### config.mk
export PLATFORM = sky130hd
export DESIGN_NAME = refill_arbiter
export DESIGN_NICKNAME = d
export VERILOG_FILES = /design/src/rtl/refill_arbiter_pkg.sv /design/src/rtl/refill_arbiter_rr_select.sv /design/src/rtl/refill_arbiter.sv
export SDC_FILE = /design/constraint.sdc
export NUM_CORES = 1
export LEC_CHECK = 0
export ABC_CLOCK_PERIOD_IN_PS = 1900
export CAP_MARGIN = 20
export CORE_AREA = 4 4 109 111
export DETAILED_ROUTE_END_ITERATION = 12
export DIE_AREA = 0 0 113 115
export PLACE_DENSITY = 0.71
export SYNTH_ARGS = -nofsm -noshare
export SYNTH_HDL_FRONTEND = slang
export SYNTH_SLANG_ARGS = --single-unit
### constraint.sdc
create_clock -name clk -period 1.9 [get_ports clk]
set_input_delay 0.38 -clock clk [delete_from_list [all_inputs] [get_ports clk]]
set_output_delay 0.38 -clock clk [all_outputs]
set_load 0.03 [all_outputs]
### src/rtl/refill_arbiter_pkg.sv
// Shared types and constants for the cache refill arbiter.
package refill_arbiter_pkg;

    typedef enum logic [1:0] {
        IDLE = 2'd0,
        ADDR = 2'd1,
        DATA = 2'd2
    } refill_arb_state_e;

    localparam int ICACHE_MASTER      = 0;
    localparam int DCACHE_MASTER      = 1;
    localparam int NUM_REFILL_MASTERS = DCACHE_MASTER + 1;

    // Bundle views of one refill AXI read channel at default widths.
    typedef struct packed {
        logic        valid;
        logic [31:0] addr;
        logic [7:0]  len;
        logic [3:0]  id;
    } icache_axi_ar_t;

    typedef struct packed {
        logic        valid;
        logic [63:0] data;
        logic        last;
        logic [3:0]  id;
    } icache_axi_r_t;

    function automatic int rr_next(input int idx, input int n);
        return (idx + 1 >= n) ? 0 : idx + 1;
    endfunction

endpackage

### src/rtl/refill_arbiter_rr_select.sv
// Round-robin pick: first requester at or after the pointer, wrapping.
module rr_select #(
    parameter int N     = 2,
    parameter int IDX_W = (N > 1) ? $clog2(N) : 1
) (
    input  logic [N-1:0]     req_i,
    input  logic [IDX_W-1:0] ptr_i,
    output logic [N-1:0]     gnt_o,
    output logic [IDX_W-1:0] idx_o,
    output logic             valid_o
);

    int c;

    always_comb begin
        gnt_o   = '0;
        idx_o   = '0;
        valid_o = 1'b0;
        c       = 0;
        for (int k = 0; k < N; k++) begin
            c = int'(ptr_i) + k;
            if (c >= N) c = c - N;
            if (!valid_o && req_i[c]) begin
                valid_o  = 1'b1;
                gnt_o[c] = 1'b1;
                idx_o    = c[IDX_W-1:0];
            end
        end
    end

endmodule

### src/rtl/refill_arbiter.sv
// Arbitrates ICache/DCache refill bursts onto one AXI read port, one burst in flight.
//   state | meaning
//   IDLE  | no burst owned; pick next requester round-robin
//   ADDR  | presenting granted master's AR to the bus
//   DATA  | routing R beats to the granted master until last
module refill_arbiter
    import refill_arbiter_pkg::*;
#(
    parameter int NUM_MASTER = NUM_REFILL_MASTERS,
    parameter int ADDR_W     = 32,
    parameter int DATA_W     = 64,
    parameter int LEN_W      = 8,
    parameter int ID_W       = 4
) (
    input  logic                             clk,
    input  logic                             rst,
    input  logic [NUM_MASTER-1:0]            m_ar_valid,
    output logic [NUM_MASTER-1:0]            m_ar_ready,
    input  logic [NUM_MASTER-1:0][ADDR_W-1:0] m_ar_addr,
    input  logic [NUM_MASTER-1:0][LEN_W-1:0] m_ar_len,
    input  logic [NUM_MASTER-1:0][ID_W-1:0]  m_ar_id,
    output logic [NUM_MASTER-1:0]            m_r_valid,
    input  logic [NUM_MASTER-1:0]            m_r_ready,
    output logic [DATA_W-1:0]                m_r_data,
    output logic                             m_r_last,
    output logic [ID_W-1:0]                  m_r_id,
    output logic                             s_ar_valid,
    input  logic                             s_ar_ready,
    output logic [ADDR_W-1:0]                s_ar_addr,
    output logic [LEN_W-1:0]                 s_ar_len,
    output logic [ID_W-1:0]                  s_ar_id,
    input  logic                             s_r_valid,
    output logic                             s_r_ready,
    input  logic [DATA_W-1:0]                s_r_data,
    input  logic                             s_r_last,
    input  logic [ID_W-1:0]                  s_r_id
);

    localparam int IDX_W = (NUM_MASTER > 1) ? $clog2(NUM_MASTER) : 1;

    refill_arb_state_e       state_q, state_d;
    logic [IDX_W-1:0]        grant_q, grant_d;
    logic [NUM_MASTER-1:0]   grant_oh_q, grant_oh_d;
    logic [IDX_W-1:0]        rr_ptr_q, rr_ptr_d;

    logic [NUM_MASTER-1:0]   sel_gnt;
    logic [IDX_W-1:0]        sel_idx;
    logic                    sel_valid;

    rr_select #(
        .N     (NUM_MASTER),
        .IDX_W (IDX_W)
    ) u_rr_select (
        .req_i   (m_ar_valid),
        .ptr_i   (rr_ptr_q),
        .gnt_o   (sel_gnt),
        .idx_o   (sel_idx),
        .valid_o (sel_valid)
    );

    // R payload is broadcast; only the valid is steered to the owner.
    assign m_r_data = s_r_data;
    assign m_r_last = s_r_last;
    assign m_r_id   = s_r_id;

    always_ff @(posedge clk or negedge rst) begin
        if (!rst) begin
            state_q    <= IDLE;
            grant_q    <= IDX_W'(ICACHE_MASTER);
            grant_oh_q <= '0;
            rr_ptr_q   <= '0;
        end else begin
            state_q    <= state_d;
            grant_q    <= grant_d;
            grant_oh_q <= grant_oh_d;
            rr_ptr_q   <= rr_ptr_d;
        end
    end

    always_comb begin
        state_d    = state_q;
        grant_d    = grant_q;
        grant_oh_d = grant_oh_q;
        rr_ptr_d   = rr_ptr_q;
        s_ar_valid = 1'b0;
        s_ar_addr  = '0;
        s_ar_len   = '0;
        s_ar_id    = '0;
        s_r_ready  = 1'b0;
        m_ar_ready = '0;
        m_r_valid  = '0;

        case (state_q)
            IDLE: begin
                if (sel_valid) begin
                    grant_d    = sel_idx;
                    grant_oh_d = sel_gnt;
                    state_d    = ADDR;
                end
            end
            ADDR: begin
                // Held for the granted master even if it drops its valid.
                s_ar_valid = 1'b1;
                s_ar_addr  = m_ar_addr[grant_q];
                s_ar_len   = m_ar_len[grant_q];
                s_ar_id    = m_ar_id[grant_q];
                m_ar_ready = grant_oh_q & {NUM_MASTER{s_ar_ready}};
                if (s_ar_ready) state_d = DATA;
            end
            DATA: begin
                m_r_valid = grant_oh_q & {NUM_MASTER{s_r_valid}};
                s_r_ready = m_r_ready[grant_q];
                if (s_r_valid && s_r_ready && s_r_last) begin
                    state_d  = IDLE;
                    rr_ptr_d = IDX_W'(rr_next(int'(grant_q), NUM_MASTER));
                end
            end
            default: state_d = IDLE;
        endcase
    end

endmodule

# Yosys cells after proc, flatten, opt, wreduce, memory -nomap -nowiden
# Cells that the tools add are included.
# op_classes
n_addsub	4
order_cmp	8
eq_ne	5
n_mux	38
n_bitwise	3
n_reduce_logical	10
# ops
op	n
$mux W32	5
$ge A32 B1 Y1 const B	2
$lt A32 B3 Y1 const B	2
$ge A32 B3 Y1 const B	1
$sub A32 B3 Y32 const B	1
$mux W8	3
$mux W1	17
$mux W2	7
$mux W4	3
$ne A2 B2 Y1 const B	3
$pmux W2 S3	1
$logic_and A1 B1 Y1	5
$add A1 B1 Y2 const B	2
$and A2 B2 Y2	2
$reduce_and A2 Y1	2
$reduce_and A3 Y1	1
$sub A1 B2 Y3 const B	1
$demux W1 S1	2
$eq A2 B1 Y1 const B	1
$eq A2 B2 Y1 const B	1
$ge A1 B2 Y1 const B	1
$ge A2 B2 Y1 const B	1
$logic_not A2 Y1	1
$lt A1 B2 Y1 const B	1
2 further kinds	2
# totals
register_bits	6
in_bits	165
out_inout_bits	119
wordCells	72

# Logic depth before layout (Yosys ltp)
# Gate-level depths: netlist of run 1.
# logic_depth
word_depth	11
ltp_mapped	5

# Modules after synthesis
# From an unflattened synthesis of run 1, not the netlist that was laid out.
# hier_totals
cells_unflattened	200
area_unflattened_um2	1600.3
# modules_own_cells
mod	n_inst	cells_each	area_per_inst_um2
refill_arbiter	1	195	1567.8
rr_select	1	5	32.5

# Worst setup path after synthesis of run 1
# Ideal clock, no wire load.
# synth_timing
kind	reg2out
from	reg state_q[1]
to	out m_ar_ready[0]
arrival_ns	1.318
t_required_ns	1.520
path_slack_ns	0.202
stages_incl_launch_ff	6
path_cell_list	dfrtp_1 > nand2b_1 > buf_6 > inv_2 > nand2_1 > nor2_1
# synth_between
elab_chain_cells	2
# synth_lines
element	line	text
from (decl)	refill_arbiter.sv:41	refill_arb_state_e state_q, state_d;
from (signal assigned)	refill_arbiter.sv:73	state_q <= state_d;
$eq A2 B1 Y1	refill_arbiter.sv:93	case (state_q)
$mux W2	refill_arbiter.sv:93	
to (decl)	refill_arbiter.sv:18	output logic [NUM_MASTER-1:0] m_ar_ready,
# No other way between the ends.

# Worst setup path in the final report of run 1
# layout_timing
from	reg grant_q
to	out s_ar_addr[8]
# layout_between
elab_chain_cells	3
# layout_lines
element	line	text
from (decl)	refill_arbiter.sv:42	logic [IDX_W-1:0] grant_q, grant_d;
from (signal assigned)	refill_arbiter.sv:69	grant_q <= IDX_W'(ICACHE_MASTER);
from (signal assigned)	refill_arbiter.sv:74	grant_q <= grant_d;
$mux W32 (implied by the code) (2 in series)	refill_arbiter.sv:104	s_ar_addr = m_ar_addr[grant_q];
$mux W32	refill_arbiter.sv:93	
to (decl)	refill_arbiter.sv:29	output logic [ADDR_W-1:0] s_ar_addr,
# No other way between the ends. The select of a mux whose other input is x is not followed.

==> results.sh, run 1 <==
export IMPL_peakVddDrop_mv=0.8348
export IMPL_tns_ns=0
export IMPL_final_core_util_pct=24.11
export IMPL_cts_sinks=6
export IMPL_post_route_drc_count=0
export IMPL_tightest_slew_ns=0.3611
export IMPL_end_kind="output pin"
export IMPL_rr_startpoint="grant_q"
export IMPL_ant_nets=0
export IMPL_routed_wl_um=5846
export IMPL_critPathKind="reg -> out"
export IMPL_core_um2=10790
export IMPL_post_cts_buffers=0
export IMPL_final_cell_mix="96 x clkdlybuf4s50_1, 46 x buf_4, 45 x mux2i_1, 45 x nor2_1, 7 x buf_12"
export IMPL_cp_max_fo=22
export IMPL_antennaDiodeCount=0
export IMPL_outcome="complete, no violations"
export IMPL_rsz0062_at_grt="false"
export IMPL_area_growth_pct=66.93
export IMPL_cts_root_buffer="clkbuf_8"
export IMPL_grt_overflow=0
export IMPL_place_congestion=0.7885
export IMPL_grt_pass1_wl_um=7962
export IMPL_timing_final_crit_share_pct=95.87
export IMPL_dr_total_vias=1527
export IMPL_die_x_um=113
export IMPL_dieArea_um2=13000
export IMPL_portBuffers=147
export IMPL_synth_top_area_share_pct=34.67
export IMPL_yosys_area_top_type="buf_4"
export IMPL_cap_viol_max_count=0
export IMPL_ys_seq_elements=6
export IMPL_firstDrtPassIters=4
export IMPL_min_path_type="in -> async"
export IMPL_wire_per_inst_um=14.15
export IMPL_rr_worst_depth=2
export IMPL_p_per_area_nw_per_um2=1361
export IMPL_hold_viol=0
export IMPL_setup_viol=0
export IMPL_syn_avg_cell_area_um2=7.874
export IMPL_synth_seq_area_share_pct=9.631
export IMPL_placementRows=38
export IMPL_grt_pass1_vias=1623
export IMPL_cts_tree="built"
export IMPL_start_util_pct=14.44
export IMPL_fin_skew_ns=0.003025
export IMPL_grt_max_degree=46
export IMPL_antenna_found_initial=0
export IMPL_drt_iter0_drc=60
export IMPL_netlist_area_um2=1559
export IMPL_ctsLongestPathBuffers=2
export IMPL_slew_headroom_pct=75.24
export IMPL_layout_commonest_cell="clkdlybuf4s50_1"
export IMPL_clk_latency_ns=0.23
export IMPL_period_minus_slack_ns=1.822
export IMPL_required_ns=1.52
export IMPL_globalRouteTotalUtil_pct=7.504
export IMPL_ys_top_cells_by_area="buf_4 35%, mux2i_1 29%, nor2_1 11%, dfrtp_1 9.6%, buf_12 5.1%"
export IMPL_ys_warn_count=0
export IMPL_worstPathArrival_ns=1.44
export IMPL_fmax_mhz=549.0
export IMPL_cts_inserted_buffers=3
export IMPL_dp_final_hpwl_um=4605
export IMPL_finalMaxSlewViolations=0
export IMPL_pin_count=284
export IMPL_synth_nets=363
export IMPL_nets=439
export IMPL_synth_cell_type_count=19
export IMPL_critPathLaunchType="register"
export IMPL_via_per_inst=3.697
export IMPL_r2r_slack_ns=0.63
export IMPL_cts_clk_slew_worst_paths_ns=0.04
export IMPL_drive_gt1_share_pct=22.71
export IMPL_dieHeight_um=115
export IMPL_h_tree_depth=1
export IMPL_power_leakage_nw=1.184
export IMPL_syn_inst=198
export IMPL_reg2reg_to="rr_ptr_q"
logic make-up after synthesis:
| family | count (synthesis) | synth area share [%] |
|---|---|---|
| buffers and inverters | 81 | 42.46 |
| AND/OR/NAND/NOR | 58 | 15.41 |
| multiplexers | 45 | 28.89 |
| AO/OA/AOI/OAI | 8 | 3.611 |
| flip-flops | 6 | 9.631 |
power by group:
part	total, mW	internal, mW	switching (mW)
logic	3.04	1.31	1.73
clock network	0.206	0.145	0.0610
registers	0.292	0.194	0.0980
synthesized netlist by cell type, drive strengths merged:
library cell and instances:
nor3b 1, inv 2, and3 3, buf 79
mux2i 45, o31ai 1, o41ai 1, nand2 4
dfrtp 6, o21ai 2, and2b 1, o21a 2
a211oi 2, nor3 1, nand2b 2, nor2 46
flip-flops by register name, indices dropped and copies added (netlist names):
signal      cells
rr_ptr_q        1
grant_q         1
state_q         2
grant_oh_q      2
worst max-delay path, stage by stage (launching register included):
cell       delay (ns)
dfrtp_2          0.48
clkbuf_16        0.27
mux2i_1          0.22
nor2_1           0.06
buf_4            0.17
timing repair:
item                                    in CTS  in global routing
endpoints found under the setup margin       0                  2
hold buffers                                 0                  0
gates resized for setup                      0                  1
how the worst max path moves through the flow:
stage / slack (ns) / startpoint / to / cells after the start
5_1_grt: 0.02 / state_q[1] / s_ar_addr[29] / 4
6_report: 0.08 / grant_q / s_ar_addr[8] / 4
4_1_cts: 0.02 / state_q[1] / s_ar_id[1] / 4
3_3_place_gp: 0.16 / m_r_ready[1] / s_r_ready / 4
3_5_place_dp: 0.11 / m_r_ready[1] / s_r_ready / 4
2_1_floorplan: 0.20 / state_q[1] / m_ar_ready[0] / 5
layout make-up:
class	count	area, um2
Timing Repair Buffer	150	1471
Sequential cell	6	151.4
Multi-Input combinational cell	111	752.0
Clock buffer	4	45.04
Inverter	2	7.507
Fill cell	1192	8190
Tap cell	140	175.2
per-stage QoR:
| step | hold WS, ns | total power, mW | area [um2] | instances | setup WS [ns] |
|---|---|---|---|---|---|
| 2_1_floorplan | 0.08441 | 2.592 | 1559 | 198 | 0.2024 |
| 3_3_place_gp | 0.4912 | 3.246 | 2530 | 408 | 0.1560 |
| 3_5_place_dp | 0.5112 | 3.279 | 2530 | 408 | 0.1053 |
| 4_1_cts | 0.4094 | 3.500 | 2575 | 412 | 0.01978 |
| 5_1_grt | 0.4163 | 3.763 | 2603 | 413 | 0.01543 |
| 6_report | 0.4085 | 3.541 | 2603 | 413 | 0.07842 |
per-layer routing:
layer / vias to the layer above / track usage [%] / routed length (um)
li1: 732 / - / -
met5: - / 0 / 0
met4: 0 / 5.609 / 283
met3: 35 / 3.105 / 774
met2: 102 / 13.86 / 2795
met1: 658 / 6.445 / 1994
Note: power is estimated with default switching activity, not from simulation.
==> run 2: changes to the inputs <==
--- a/config.mk
+++ b/config.mk
@@ -5,12 +5,11 @@
 export SDC_FILE = /design/constraint.sdc
 export NUM_CORES = 1
 export LEC_CHECK = 0
-export ABC_CLOCK_PERIOD_IN_PS = 1900
-export CAP_MARGIN = 20
-export CORE_AREA = 4 4 109 111
+export ABC_CLOCK_PERIOD_IN_PS = 2050
+export CORE_AREA = 4 4 108 110
 export DETAILED_ROUTE_END_ITERATION = 12
-export DIE_AREA = 0 0 113 115
-export PLACE_DENSITY = 0.71
+export DIE_AREA = 0 0 112 114
+export PLACE_DENSITY = 0.72
 export SYNTH_ARGS = -nofsm -noshare
 export SYNTH_HDL_FRONTEND = slang
 export SYNTH_SLANG_ARGS = --single-unit
==> constraint.sdc (replaced) <==
create_clock -name clk -period 2.05 [get_ports clk]
set_input_delay 0.41 -clock clk [delete_from_list [all_inputs] [get_ports clk]]
set_output_delay 0.41 -clock clk [all_outputs]
set_load 0.03 [all_outputs]
==> run 2 against run 1 <==
  * Flip-flop and latch count did not move
  * Register-to-register slack improved by 0.27 ns
  * Via count barely moved
  * Critical path type unchanged
  * Non-clock buffer count rose by 2
  * Utilization fell by 0.18 points
  * Combinational power fell by 11%
  * Total power fell by 11%
  * Worst setup slack improved by 0.026 ns
  * Largest power group unchanged
==> results.sh, run 2 (same netlist as run 1, synthesis figures left out) <==
export IMPL_outcome="complete, no violations"
export IMPL_place_congestion=0.8832
export IMPL_portBuffers=147
export IMPL_peakVddDrop_mv=0.6786
export IMPL_tns_ns=0
export IMPL_post_route_drc_count=0
export IMPL_clk_latency_ns=0.22
export IMPL_grt_overflow=0
export IMPL_tightest_slew_ns=0.3859
export IMPL_via_per_inst=3.682
export IMPL_dieHeight_um=114
export IMPL_ff_latch_area_um2=151.4
export IMPL_h_tree_depth=1
export IMPL_ctsHoldBuffers=0
export IMPL_cp_max_fo=21
export IMPL_cts_clk_slew_worst_paths_ns=0.04
export IMPL_grt_pass1_vias=1606
export IMPL_antennaDiodeCount=0
export IMPL_finalMaxSlewViolations=0
export IMPL_cts_root_buffer="clkbuf_8"
export IMPL_area_growth_pct=64.21
export IMPL_drt_iter0_drc=37
export IMPL_cts_tree="built"
export IMPL_required_ns=1.64
export IMPL_cap_viol_max_count=0
export IMPL_fmax_mhz=514.0
export IMPL_cp_startpoint="state_q[1]"
export IMPL_die_x_um=112
export IMPL_wire_per_inst_um=13.80
export IMPL_reg2reg_to="rr_ptr_q"
export IMPL_critPathLaunchType="register"
export IMPL_r2r_slack_ns=0.90
export IMPL_num_fill_cells=1148
export IMPL_post_cts_buffers=0
export IMPL_fin_skew_ns=0.001584
export IMPL_antenna_found_initial=0
export IMPL_drive_gt1_share_pct=22.91
export IMPL_globalRouteTotalUtil_pct=7.866
export IMPL_end_kind="output pin"
export IMPL_firstDrtPassIters=4
export IMPL_layout_commonest_cell="clkdlybuf4s50_1"
export IMPL_p_per_area_nw_per_um2=1232
export IMPL_holdWs_ns=0.4387
export IMPL_hold_viol=0
export IMPL_dp_final_hpwl_um=4918
export IMPL_cts_sinks=6
export IMPL_core_um2=10700
export IMPL_multiInputGateArea_um2=749.5
export IMPL_ant_nets=0
export IMPL_routed_wl_um=5726
export IMPL_dr_total_vias=1528
export IMPL_reg_top3="grant_oh_q x2, state_q x2"
export IMPL_worstPathArrival_ns=1.54
export IMPL_critPathKind="reg -> out"
export IMPL_ctsLongestPathBuffers=2
export IMPL_grt_max_degree=30
export IMPL_rr_worst_depth=3
export IMPL_timing_final_crit_share_pct=94.91
export IMPL_slew_headroom_pct=73.54
export IMPL_nets=441
export IMPL_setup_worst_path_end="s_ar_id[3]"
export IMPL_pin_count=284
export IMPL_grt_pass1_wl_um=8369
export IMPL_placementRows=38
export IMPL_rr_startpoint="grant_q"
export IMPL_dieArea_um2=12770
export IMPL_cts_inserted_buffers=3
export IMPL_period_minus_slack_ns=1.946
export IMPL_setup_viol=0
export IMPL_rsz0062_at_grt="false"
export IMPL_final_cell_mix="96 x clkdlybuf4s50_1, 52 x buf_4, 46 x nor2_1, 45 x mux2i_1, 5 x dfrtp_1"
export IMPL_min_path_type="in -> async"
export IMPL_ctsResizeCount=0
export IMPL_power_leakage_nw=1.174
export IMPL_start_util_pct=14.57
==> run 2: changes by cell type in the layout (fill, tap and decap cells not counted) <==
| cell | delta |
|---|---|
| buf_4 | +6 |
| buf_12 | -3 |
| nor2_1 | +1 |
| nor2_2 | -1 |
| clkbuf_16 | -1 |
==> run 2: layout make-up <==
class                           count  share of cell area, %
Clock buffer                        4                  1.760
Inverter                            2                 0.2933
Sequential cell                     6                  5.914
Multi-Input combinational cell    111                  29.28
Tap cell                          140                  6.843
Timing Repair Buffer              152                  55.91
==> run 2: through the flow <==
stage | power [mW] | util [%] | std cells | setup WS, ns | instance area, um2
2_1_floorplan | 2.403 | - | 198 | 0.3224 | 1559
3_3_place_gp | 2.964 | 23.51 | 411 | 0.1745 | 2515
3_5_place_dp | 2.994 | 23.51 | 411 | 0.1848 | 2515
4_1_cts | 3.195 | 23.93 | 415 | 0.1046 | 2560
5_1_grt | 3.356 | 23.93 | 415 | 0.02061 | 2560
6_report | 3.155 | 23.93 | 415 | 0.1044 | 2560
==> run 2: routing by layer <==
| layer | global-route usage (%) | wire [um] | vias to the layer above |
|---|---|---|---|
| met2 | 14.51 | 2947 | 95 |
| met3 | 2.440 | 630 | 26 |
| met1 | 8.451 | 2024 | 673 |
| li1 | - | - | 734 |
| met5 | 0 | 0 | - |
| met4 | 2.885 | 124 | 0 |
==> run 2: where the power goes <==
part           total [mW]  internal, mW  switching [mW]  leakage (nW)
Sequential          0.245         0.179          0.0659        0.0713
Clock               0.190         0.134          0.0554        0.0228
Combinational        2.72          1.15            1.57          1.08
==> run 2: worst min path at each step <==
stage          startpoint  depth (start not counted)            end  slack [ns]
2_1_floorplan         rst                          0  grant_oh_q[0]        0.11
3_3_place_gp     rr_ptr_q                          2       rr_ptr_q        0.49
3_5_place_dp     rr_ptr_q                          2       rr_ptr_q        0.51
4_1_cts               rst                          1  grant_oh_q[1]        0.45
5_1_grt               rst                          1  grant_oh_q[1]        0.45
6_report              rst                          1     state_q[0]        0.44
==> run 2: worst max-delay path: stages (launching register included) <==
cell and delay, ns:
dfrtp_1 0.42, nand2b_2 0.21, buf_4 0.21, buf_4 0.18, nor2_1 0.11, buf_4 0.17
==> run 3: changes to the inputs <==
--- a/config.mk
+++ b/config.mk
@@ -6,10 +6,10 @@
 export NUM_CORES = 1
 export LEC_CHECK = 0
 export ABC_CLOCK_PERIOD_IN_PS = 2050
-export CORE_AREA = 4 4 108 110
+export CORE_AREA = 2 2 109 111
 export DETAILED_ROUTE_END_ITERATION = 12
-export DIE_AREA = 0 0 112 114
-export PLACE_DENSITY = 0.72
+export DIE_AREA = 0 0 111 113
+export PLACE_DENSITY = 0.69
 export SYNTH_ARGS = -nofsm -noshare
 export SYNTH_HDL_FRONTEND = slang
 export SYNTH_SLANG_ARGS = --single-unit
==> run 3 against run 2 <==
  * Clock skew barely moved
  * Flip-flop and latch count stayed put
  * Register-to-register slack got worse by 0.03 ns
  * Global-route usage is 0.38 points higher
  * Combinational power grew 3%
  * Design area up 2.9%
  * Utilization fell by 0.55 points
  * Highest routed layer unchanged
  * Total power grew 7.5%
  * Critical endpoint is now m_r_last
  * Routed wire length fell by 1.7%
  * Clock power is 72% higher
  * Sequential share of layout area is 0.17 points lower
  * Sequential power is 2% higher
==> results.sh, run 3 (same netlist as run 1, synthesis figures left out) <==
export IMPL_nets=439
export IMPL_die_x_um=111
export IMPL_rsz0062_at_grt="false"
export IMPL_cap_viol_max_count=0
export IMPL_outcome="complete, no violations"
export IMPL_drt_iter0_drc=19
export IMPL_p_per_area_nw_per_um2=1287
export IMPL_grt_pass1_vias=1610
export IMPL_slowest_stage="clkdlybuf4s50_1"
export IMPL_fmax_mhz=502.0
export IMPL_cts_root_buffer="clkbuf_16"
export IMPL_tns_ns=0
export IMPL_placementRows=39
export IMPL_swShare_pct=51.13
export IMPL_dp_final_hpwl_um=4695
export IMPL_grt_overflow=0
export IMPL_holdWs_ns=0.4284
export IMPL_tightest_slew_ns=0.4009
export IMPL_required_ns=1.64
export IMPL_worstPathArrival_ns=1.58
export IMPL_post_cts_buffers=0
export IMPL_cpMostUsedCell="clkdlybuf4s50_1"
export IMPL_antennaDiodeCount=0
export IMPL_layout_commonest_cell="clkdlybuf4s50_1"
export IMPL_ant_nets=0
export IMPL_hold_viol=0
export IMPL_core_um2=11270
export IMPL_clkPwrFrac_pct=9.6
export IMPL_total_power_mw=3.392
export IMPL_start_util_pct=13.83
export IMPL_reg_top3="grant_oh_q x2, state_q x2"
export IMPL_via_per_inst=3.738
export IMPL_intPower_mw=1.658
export IMPL_ctsHoldBuffers=0
export IMPL_firstDrtPassIters=4
export IMPL_critPathTopFamily="buffers and inverters"
export IMPL_final_cell_mix="97 x clkdlybuf4s50_1, 46 x nor2_1, 45 x mux2i_1, 45 x buf_4, 8 x buf_12"
export IMPL_finalMaxSlewViolations=0
export IMPL_drive_gt1_share_pct=21.98
export IMPL_cts_clk_slew_worst_paths_ns=0.03
export IMPL_ctsResizeCount=0
export IMPL_antenna_found_initial=0
export IMPL_globalRouteTotalUtil_pct=8.245
export IMPL_slew_headroom_pct=72.51
export IMPL_min_path_type="in -> async"
export IMPL_fin_skew_ns=0.001772
export IMPL_period_minus_slack_ns=1.992
export IMPL_dp_cells=412
export IMPL_clk_latency_ns=0.23
export IMPL_power_frac_seq_pct=7.4
export IMPL_cts_inserted_buffers=3
export IMPL_dr_total_vias=1555
export IMPL_cts_tree="built"
export IMPL_grt_pass1_wl_um=8466
export IMPL_place_congestion=0.8481
export IMPL_timing_final_crit_share_pct=97.18
export IMPL_power_leakage_nw=1.196
export IMPL_grt_max_degree=45
export IMPL_peakVddDrop_mv=0.7040
export IMPL_dieArea_um2=12540
export IMPL_setup_viol=0
export IMPL_dieHeight_um=113
export IMPL_wire_per_inst_um=13.53
export IMPL_path_buf_inv=2
export IMPL_h_tree_depth=1
export IMPL_routed_wl_um=5630
export IMPL_crit_chain="clkdlybuf4s50_1 -> clkdlybuf4s50_1"
export IMPL_end_kind="output pin"
export IMPL_pin_count=284
export IMPL_max_stage_delay_ns=0.68
export IMPL_layout_cells_non_filler=416
export IMPL_portBuffers=147
export IMPL_critPathLaunchType="input port"
export IMPL_p_sw_mw=1.734
export IMPL_place_area_um2=2556
export IMPL_p_comb_share_pct=83.0
export IMPL_design_area_um2=2635
export IMPL_area_growth_pct=69.02
export IMPL_cts_sinks=6
export IMPL_post_route_drc_count=0
export IMPL_ctsLongestPathBuffers=2
export IMPL_cp_max_fo=2
export IMPL_critPathKind="in -> out"
## run 3: changes by cell type in the layout (fill, tap and decap cells not counted), sizes merged
| cell | before | now |
|---|---|---|
| buf | 56 | 53 |
| clkdlybuf4s50 | 96 | 97 |
## run 3: final timing paths
kind                            start            end  slack, ns  cells past startpoint
max                          s_r_last       m_r_last       0.06                      2
min                               rst  grant_oh_q[1]       0.43                      1
max reg2reg                state_q[0]       rr_ptr_q       0.87                      2
min reg2reg                  rr_ptr_q       rr_ptr_q       0.53                      2
max in group asynchronous         rst        grant_q       1.38                      1
min in group clk             rr_ptr_q       rr_ptr_q       0.53                      2
## run 3: layer usage
| layer | wire, um | part of all wire [%] | vias up | GRT usage, % |
|---|---|---|---|---|
| met3 | 577 | 10 | 34 | 2.517 |
| li1 | - | - | 732 | - |
| met1 | 1997 | 35 | 684 | 8.520 |
| met5 | 0 | 0 | - | 0 |
| met4 | 308 | 5.5 | 0 | 5.583 |
| met2 | 2746 | 49 | 105 | 14.44 |
## run 3: through the flow
stage / worst slack [ns] / utilization, %
after global routing: 0.02247 / 23.38
after detailed placement: 0.06040 / 22.68
after global placement: 0.07994 / 22.68
after CTS: 0.05434 / 23.38
final: 0.05784 / 23.38
after floorplan: 0.3224 / -
## run 3: power by group through the flow
stage	Combinational [mW]	Sequential, mW	Clock, mW
2_1_floorplan	2.18	0.218	0
3_3_place_gp	2.81	0.247	0
3_5_place_dp	2.86	0.250	0
4_1_cts	2.86	0.249	0.331
5_1_grt	3.00	0.257	0.335
6_report	2.81	0.250	0.327
## run 3: area by class of cell
type / count / area, um2
timing repair buffer: 150 / 1469
multi-input combinational: 111 / 749.5
fill: 1214 / 8637
sequential: 6 / 151.4
clock buffer: 4 / 78.83
inverter: 2 / 7.507
tap: 143 / 178.9
